[config.mk]
export PLATFORM = sky130hd
export DESIGN_NAME = dm_arbiter
export DESIGN_NICKNAME = d
export VERILOG_FILES = /design/src/rtl/dm_arbiter.sv
export SDC_FILE = /design/constraint.sdc
export NUM_CORES = 1
export LEC_CHECK = 0
export BUFFER_PORTS_ARGS = -buffer_cell sky130_fd_sc_hd__buf_2
export CORE_MARGIN = 2
export CORE_UTILIZATION = 40
export DETAILED_ROUTE_END_ITERATION = 8
export PLACE_DENSITY = 0.74
export SLEW_MARGIN = 5
export SYNTH_ARGS = -nofsm -noshare
export SYNTH_HDL_FRONTEND = slang
export SYNTH_SLANG_ARGS = --single-unit
[constraint.sdc]
create_clock -name CLK_i -period 1.2 [get_ports CLK_i]
set_input_delay 0.18 -clock CLK_i [delete_from_list [all_inputs] [get_ports CLK_i]]
set_output_delay 0.18 -clock CLK_i [all_outputs]
set_load 0.05 [all_outputs]
[src/rtl/dm_arbiter.sv]
// Two-port data-memory arbiter: serialises CPU and EXT accesses onto one RAM port
// through an IDLE -> ACCESS -> DONE handshake, with round-robin and bounded EXT lock.
module dm_arbiter #(
    parameter int ADDR_WIDTH = 11,
    parameter int DATA_WIDTH = 11,
    parameter int MAX_LOCK   = 4
) (
    input  logic                  CLK_i,
    input  logic                  RST_i,
    input  logic                  CPU_REQ_i,
    input  logic                  CPU_WR_i,
    input  logic [ADDR_WIDTH-1:0] CPU_ADDR_i,
    input  logic [DATA_WIDTH-1:0] CPU_WDATA_i,
    output logic                  CPU_ACK_o,
    output logic [DATA_WIDTH-1:0] CPU_RDATA_o,
    input  logic                  EXT_REQ_i,
    input  logic                  EXT_WR_i,
    input  logic [ADDR_WIDTH-1:0] EXT_ADDR_i,
    input  logic [DATA_WIDTH-1:0] EXT_WDATA_i,
    input  logic                  EXT_LOCK_i,
    output logic                  EXT_ACK_o,
    output logic [DATA_WIDTH-1:0] EXT_RDATA_o,
    output logic                  WR_o,
    output logic [ADDR_WIDTH-1:0] ADDR_dm_o,
    output logic [DATA_WIDTH-1:0] IN_DATA_o,
    input  logic [DATA_WIDTH-1:0] OUT_DATA_i,
    output logic [1:0]            GNT_o
);

    typedef enum logic [1:0] {
        IDLE,
        ACCESS,
        DONE
    } state_t;

    localparam logic [3:0] LOCK_MAX = 4'(MAX_LOCK);

    state_t     state;
    logic       ptr_ext;
    logic [3:0] lock_cnt;
    logic       grant_ext;

    // EXT wins alone, or on contention when the pointer names it and its lock budget remains
    always_comb begin
        grant_ext = EXT_REQ_i && (!CPU_REQ_i || (ptr_ext && (lock_cnt < LOCK_MAX)));
    end

    always_ff @(posedge CLK_i) begin
        if (!RST_i) begin
            state       <= IDLE;
            WR_o        <= 1'b0;
            ADDR_dm_o   <= '0;
            IN_DATA_o   <= '0;
            GNT_o       <= 2'b00;
            CPU_ACK_o   <= 1'b0;
            EXT_ACK_o   <= 1'b0;
            CPU_RDATA_o <= '0;
            EXT_RDATA_o <= '0;
            ptr_ext     <= 1'b0;
            lock_cnt    <= '0;
        end else begin
            case (state)
                IDLE: begin
                    if (CPU_REQ_i || EXT_REQ_i) begin
                        state <= ACCESS;
                        if (grant_ext) begin
                            GNT_o     <= 2'b10;
                            WR_o      <= EXT_WR_i;
                            ADDR_dm_o <= EXT_ADDR_i;
                            IN_DATA_o <= EXT_WDATA_i;
                            if (EXT_LOCK_i) begin
                                ptr_ext <= 1'b1;
                                if (lock_cnt < LOCK_MAX) begin
                                    lock_cnt <= lock_cnt + 4'd1;
                                end
                            end else begin
                                ptr_ext  <= 1'b0;
                                lock_cnt <= '0;
                            end
                        end else begin
                            GNT_o     <= 2'b01;
                            WR_o      <= CPU_WR_i;
                            ADDR_dm_o <= CPU_ADDR_i;
                            IN_DATA_o <= CPU_WDATA_i;
                            ptr_ext   <= 1'b1;
                            lock_cnt  <= '0;
                        end
                    end
                end
                ACCESS: begin
                    // WR_o still holds the latched direction of this access
                    WR_o  <= 1'b0;
                    state <= DONE;
                    if (GNT_o[1]) begin
                        EXT_ACK_o <= 1'b1;
                        if (!WR_o) begin
                            EXT_RDATA_o <= OUT_DATA_i;
                        end
                    end else begin
                        CPU_ACK_o <= 1'b1;
                        if (!WR_o) begin
                            CPU_RDATA_o <= OUT_DATA_i;
                        end
                    end
                end
                DONE: begin
                    CPU_ACK_o <= 1'b0;
                    EXT_ACK_o <= 1'b0;
                    GNT_o     <= 2'b00;
                    state     <= IDLE;
                end
                default: begin
                    state <= IDLE;
                end
            endcase
        end
    end

endmodule

==> flow_summary.toml, run 1 <==
[global_route]
grt_pass1_wl_microns = 10000
antenna_found_initial = 0
grt_max_degree = 60
grt_overflow_total = 0
grt_pass1_vias = 2155
gr-usage-met2_pct = 33.4
use_met1_pct = 25.1
grtUsageTotal_pct = 19.9
met3_usage_pct = 5.54
top_usage_layer = "met2"

[placed_design]
port_buffers = 110
gp_congestion = 0.843
hpwl_microns = 4100
placed_cell_area_sq_mm = 0.00309
dpl.cell_count = 469

[detailed_routing]
drt-pass1-iter-count = 4
via_per_inst = 4.89
first_iter_violations = 59
antenna_left = 0
vias = 2374
drc = 0
routed_wl_microns = 6300
wl_per_cell_microns = 13.0

[clock_tree]
cts_tree = "built"
clockRootBuffer = "clkbuf_8"
cts_sinks = 56
clk_pin_slew_ps = 90
clkLatencyLatePin_ps = 300
numCtsBuffers = 5
cts_buffer_depth = 2
htreeDepth = 2

[critical_path]
crit_path_cell_trace = "or2_4, a2111oi_4, nand3_2, o22ai_1"
crit_path_start_kind = "register"
crit_required_ps = 1430
cp.arrival_ps = 1560
crit_path_top_delay_cell = "dfxtp_2"
cp-end-kind = "register"
critPathMaxFanout = 3
slowest_delay_ps = 340
rr_worst_depth = 4
critPathKind = "reg2reg"

[min_path]
whs_path_depth = 3
hold_class = "in2reg"

[yosys]
synth.cell_area_sq_mm = 0.00229
synth_cell_types = 31
synth_top_area_share_pct = 48.9
yosys_register_bits = 56
async_flop_share_pct = 0
netlist_instances = 282
ys_top_cells_by_count = "nand2_1, dfxtp_1, o21ai_0"
synth-edff-count = 0
synth_most_common_cell = "nand2_1"
synth_seq_area_share_pct = 48.9
syn_area_per_cell_sq_um = 8.13
synth_top_area_cell = "dfxtp_1"
syn_nets = 345
synthTopCellsByArea = "dfxtp_1, nand2_1, a21boi_1"
yosysWarningCount = 0
synth_flop_cell = "dfxtp_1"

[die]
dieHeight_microns = 79.7
core_sq_mm = 0.00551
die_area_sq_mm = 0.00635
die_w_microns = 79.7
rows = 27
start_util_pct = 41.6
ios = 111

[power_and_ir_drop]
power.density_mw_per_mm2 = 1280
p_leak_nw = 1.61
max-vdd-ir-drop_v = 0.000745
p_total_mw = 4.39

[timing]
hold_violations = 0
setup_slack_ps = -135
rsz0062_at_grt = "true"
tightestPinTransition_ps = 307
skew_ps = 4.44
setup_viol = 49
fmax_mhz = 749
slew_violations = 0
fin_crit_sh_pct = 111
relSlewSlack_pct = 79.6
finalCriticalPeriod_ps = 1340
hold_slack_ps = 120

[cells_and_area]
insertedDiodeCount = 0
fin_util_pct = 62.1
syn_to_final_growth_pct = 49.3
stdcell_count = 485
nets = 476
final_layout_size_suffix_gt1_share_pct = 46.7
design_area_sq_mm = 0.00342

[outcome]
violations = "negative setup slack"
outcome = "complete, but fails checks"

[flow_run]
maxCapViolCount = 0
## path summary, 6_finish.rpt
path                        from        endpoint  slack, ps
hold / removal     CPU_ADDR_i[7]    ADDR_dm_o[7]        120
hold reg to reg   CPU_RDATA_o[6]  CPU_RDATA_o[6]        450
setup / recovery     lock_cnt[2]     lock_cnt[2]       -140
setup reg to reg     lock_cnt[2]     lock_cnt[2]       -140
## kinds of logic (layout without fill, tap and decap cells)
group | after synthesis | after routing | share of synthesized area [%]
AND/OR/NAND/NOR | 121 | 121 | 22.4
AO/OA/AOI/OAI | 83 | 83 | 24.0
flip-flops | 56 | 56 | 48.9
buffers and inverters | 21 | 152 | 4.20
adder cells (fa/ha/maj) | 1 | 1 | 0.546
## flip-flops by register name (all words and copies together) (netlist names)
| name | count |
|---|---|
| EXT_ACK_o | 1 |
| GNT_o | 2 |
| state | 2 |
| ptr_ext | 1 |
| WR_o | 1 |
| ADDR_dm_o | 11 |
| CPU_RDATA_o | 11 |
| EXT_RDATA_o | 11 |
| CPU_ACK_o | 1 |
| IN_DATA_o | 11 |
| lock_cnt | 4 |
## cell usage in the layout (no fill, tap or decap), types with 2 or more instances in the layout
cell type  count
a31oi_1       23
dfxtp_2        6
nand2b_1       4
dfxtp_1       49
o21ai_0       25
buf_2        108
clkbuf_8       5
nand2_4        6
nor2b_1        2
a21boi_2       4
a21boi_1      20
buf_4         20
nand2_2       14
o22ai_1        3
buf_12         3
clkbuf_4       2
buf_6          9
nand2_1       80
a21boi_0       2
nor2_1         3
## cell type report
cell class | instances | area (sq um)
Clock buffer | 6 | 72.6
Clock inverter | 1 | 5.00
Fill cell | 486 | 2080
Inverter | 1 | 3.75
Multi-Input combinational cell | 205 | 1210
Sequential cell | 56 | 1130
Tap cell | 72 | 90.1
Timing Repair Buffer | 144 | 907
## stage by stage
step	TNS, ps	setup WS (ps)
2_1_floorplan	-1770	-108
3_3_place_gp	-2700	-72.0
3_5_place_dp	-5650	-158
4_1_cts	-2770	-110
5_1_grt	-6780	-212
6_report	-2420	-135
## where the power goes
part | total (mW) | internal, mW | switching, mW
combinational | 1.34 | 0.472 | 0.872
sequential | 2.08 | 2.00 | 0.0820
clock | 0.968 | 0.399 | 0.569
total | 4.39 | 2.87 | 1.52
## routing by layer
layer	part of all wire, %	wire, microns
met1	44	2790
met2	46	2930
met3	8.2	519
met4	1.0	65
met5	0	0
## worst max-delay path: cells and delay by family (launching register included)
| family | cells | cell delay (ps) |
|---|---|---|
| simple gates | 2 | 400 |
| compound gates | 2 | 520 |
| flops | 1 | 340 |
## timing repair
action / CTS / global route
pin swaps: 6 / 31
setup buffers: 5 / 2
hold buffers: 0 / 0
gates resized for setup: 25 / 43
gates cloned: 4 / 1
endpoints found under the setup margin: 51 / 53
endpoints found under the hold margin: 0 / 0
(Power assumes the default switching activity.)
==> inputs of run 2 (changes only) <==
- HOLD_SLACK_MARGIN: default -> 0.06
- PLACE_DENSITY: 0.74 -> 0.84
==> flow_summary.toml, run 2 (synthesized netlist as in run 1, its figures left out) <==
[outcome]
outcome = "complete, but fails checks"
violations = "negative setup slack"

[die]
core_sq_mm = 0.00551
ios = 111
die_w_microns = 79.7
rows = 27
die_area_sq_mm = 0.00635
dieHeight_microns = 79.7
start_util_pct = 41.6

[power_and_ir_drop]
power.density_mw_per_mm2 = 1320
p_leak_nw = 1.68
p_total_mw = 4.77
max-vdd-ir-drop_v = 0.000870

[detailed_routing]
drt-pass1-iter-count = 4
wl_per_cell_microns = 14.1
maxUsedRoutingLayer = "met4"
drc = 0
antenna_left = 0
wl_met2_microns = 3430
vias = 2457
first_iter_violations = 78
routed_wl_microns = 6850
wirelength_met1_microns = 2800
via_per_inst = 5.05
wl_met3_microns = 550

[cells_and_area]
final_layout_size_suffix_gt1_share_pct = 46.5
layout_commonest_cell = "buf_2"
insertedDiodeCount = 0
design_area_sq_mm = 0.00360
final_cell_mix = "buf_2, nand2_1, dfxtp_1, a31oi_1"
nets = 479
fillers = 418
syn_to_final_growth_pct = 57.0

[timing]
skew_ps = 8.82
finalCriticalPeriod_ps = 1410
tightestPinTransition_ps = 311
fin_crit_sh_pct = 118
setup_slack_ps = -212
setup_viol = 39
hold_slack_ps = 118
fmax_mhz = 708
relSlewSlack_pct = 79.3
slew_violations = 0
hold_violations = 0
rsz0062_at_grt = "true"

[placed_design]
port_buffers = 110
hpwl_microns = 4100
gp_congestion = 0.734
placed_cell_area_sq_mm = 0.00309
pre_cts_slack_ps = -162

[critical_path]
critPathMaxFanout = 12
worst-path-buf-inv = 2
crit_path_top_delay_cell = "dfxtp_2"
cp.arrival_ps = 1650
crit_path_start_kind = "register"
slowest_delay_ps = 340
cp_top_family = "compound AO/OA/AOI/OAI gates"
cp-end-kind = "register"
crit_path_cell_trace = "nor3b_2, buf_4, o21ai_4, clkbuf_16, nand2_1, a31oi_1"
crit_required_ps = 1430
critPathKind = "reg2reg"

[global_route]
grt_pass1_vias = 2118
grt_overflow_total = 0
grt_pass1_wl_microns = 9660
grt_max_degree = 60
antenna_found_initial = 0
grtUsageTotal_pct = 19.0

[clock_tree]
numCtsBuffers = 5
cts_buffer_depth = 2
htreeDepth = 2
clkLatencyLatePin_ps = 300
cts_tree = "built"
cts_sinks = 56
clockRootBuffer = "clkbuf_8"
clk_pin_slew_ps = 100

[flow_run]
maxCapViolCount = 0

[min_path]
hold_class = "in2reg"
run 2: where the power goes:
group | internal [mW] | switching [mW] | total (mW)
Combinational | 0.588 | 0.920 | 1.51
Sequential | 2.00 | 0.0889 | 2.09
Clock | 0.600 | 0.571 | 1.17
Total | 3.19 | 1.58 | 4.77
run 2: cell type report:
cell class                      instances  area (sq um)  share of cell area, %
Clock buffer                            5          68.8                   1.91
Clock inverter                          1          30.0                  0.834
Inverter                                1          3.75                  0.104
Multi-Input combinational cell        206          1230                   34.2
Sequential cell                        56          1130                   31.5
Tap cell                               72          90.1                   2.50
Timing Repair Buffer                  146          1040                   29.0
run 2: final timing paths:
path / from / end / slack, ps / cells past startpoint
setup / recovery: ptr_ext / ADDR_dm_o[4] / -210 / 6
setup reg to reg: ptr_ext / ADDR_dm_o[4] / -210 / 6
hold reg to reg: EXT_RDATA_o[6] / EXT_RDATA_o[6] / 460 / 2
hold / removal: CPU_ADDR_i[0] / ADDR_dm_o[0] / 120 / 3
run 2: what timing repair did:
item	in CTS	in global routing
resized for setup	15	55
setup endpoints to repair	52	54
hold buffers	0	0
pin swaps	7	22
cloned	1	8
setup buffers	5	5
run 2: layer usage:
metal | GRT usage [%] | up-vias
met2 | 33.7 | 100
met5 | 0 | -
met3 | 5.77 | 8
met1 | 22.2 | 1121
li1 | - | 1228
met4 | 5.17 | 0
run 2: through the flow:
stage	util [%]	TNS [ps]	std cells
after global routing	65.4	-7820	487
final	65.4	-4920	487
after floorplan	-	-1770	282
after global placement	56.2	-1910	465
after detailed placement	56.2	-4590	465
after CTS	59.8	-2570	477
run 2: worst min-delay path, cell delays in order:
cell and delay, ps:
buf_2 100, nand2_1 50, a31oi_1 60
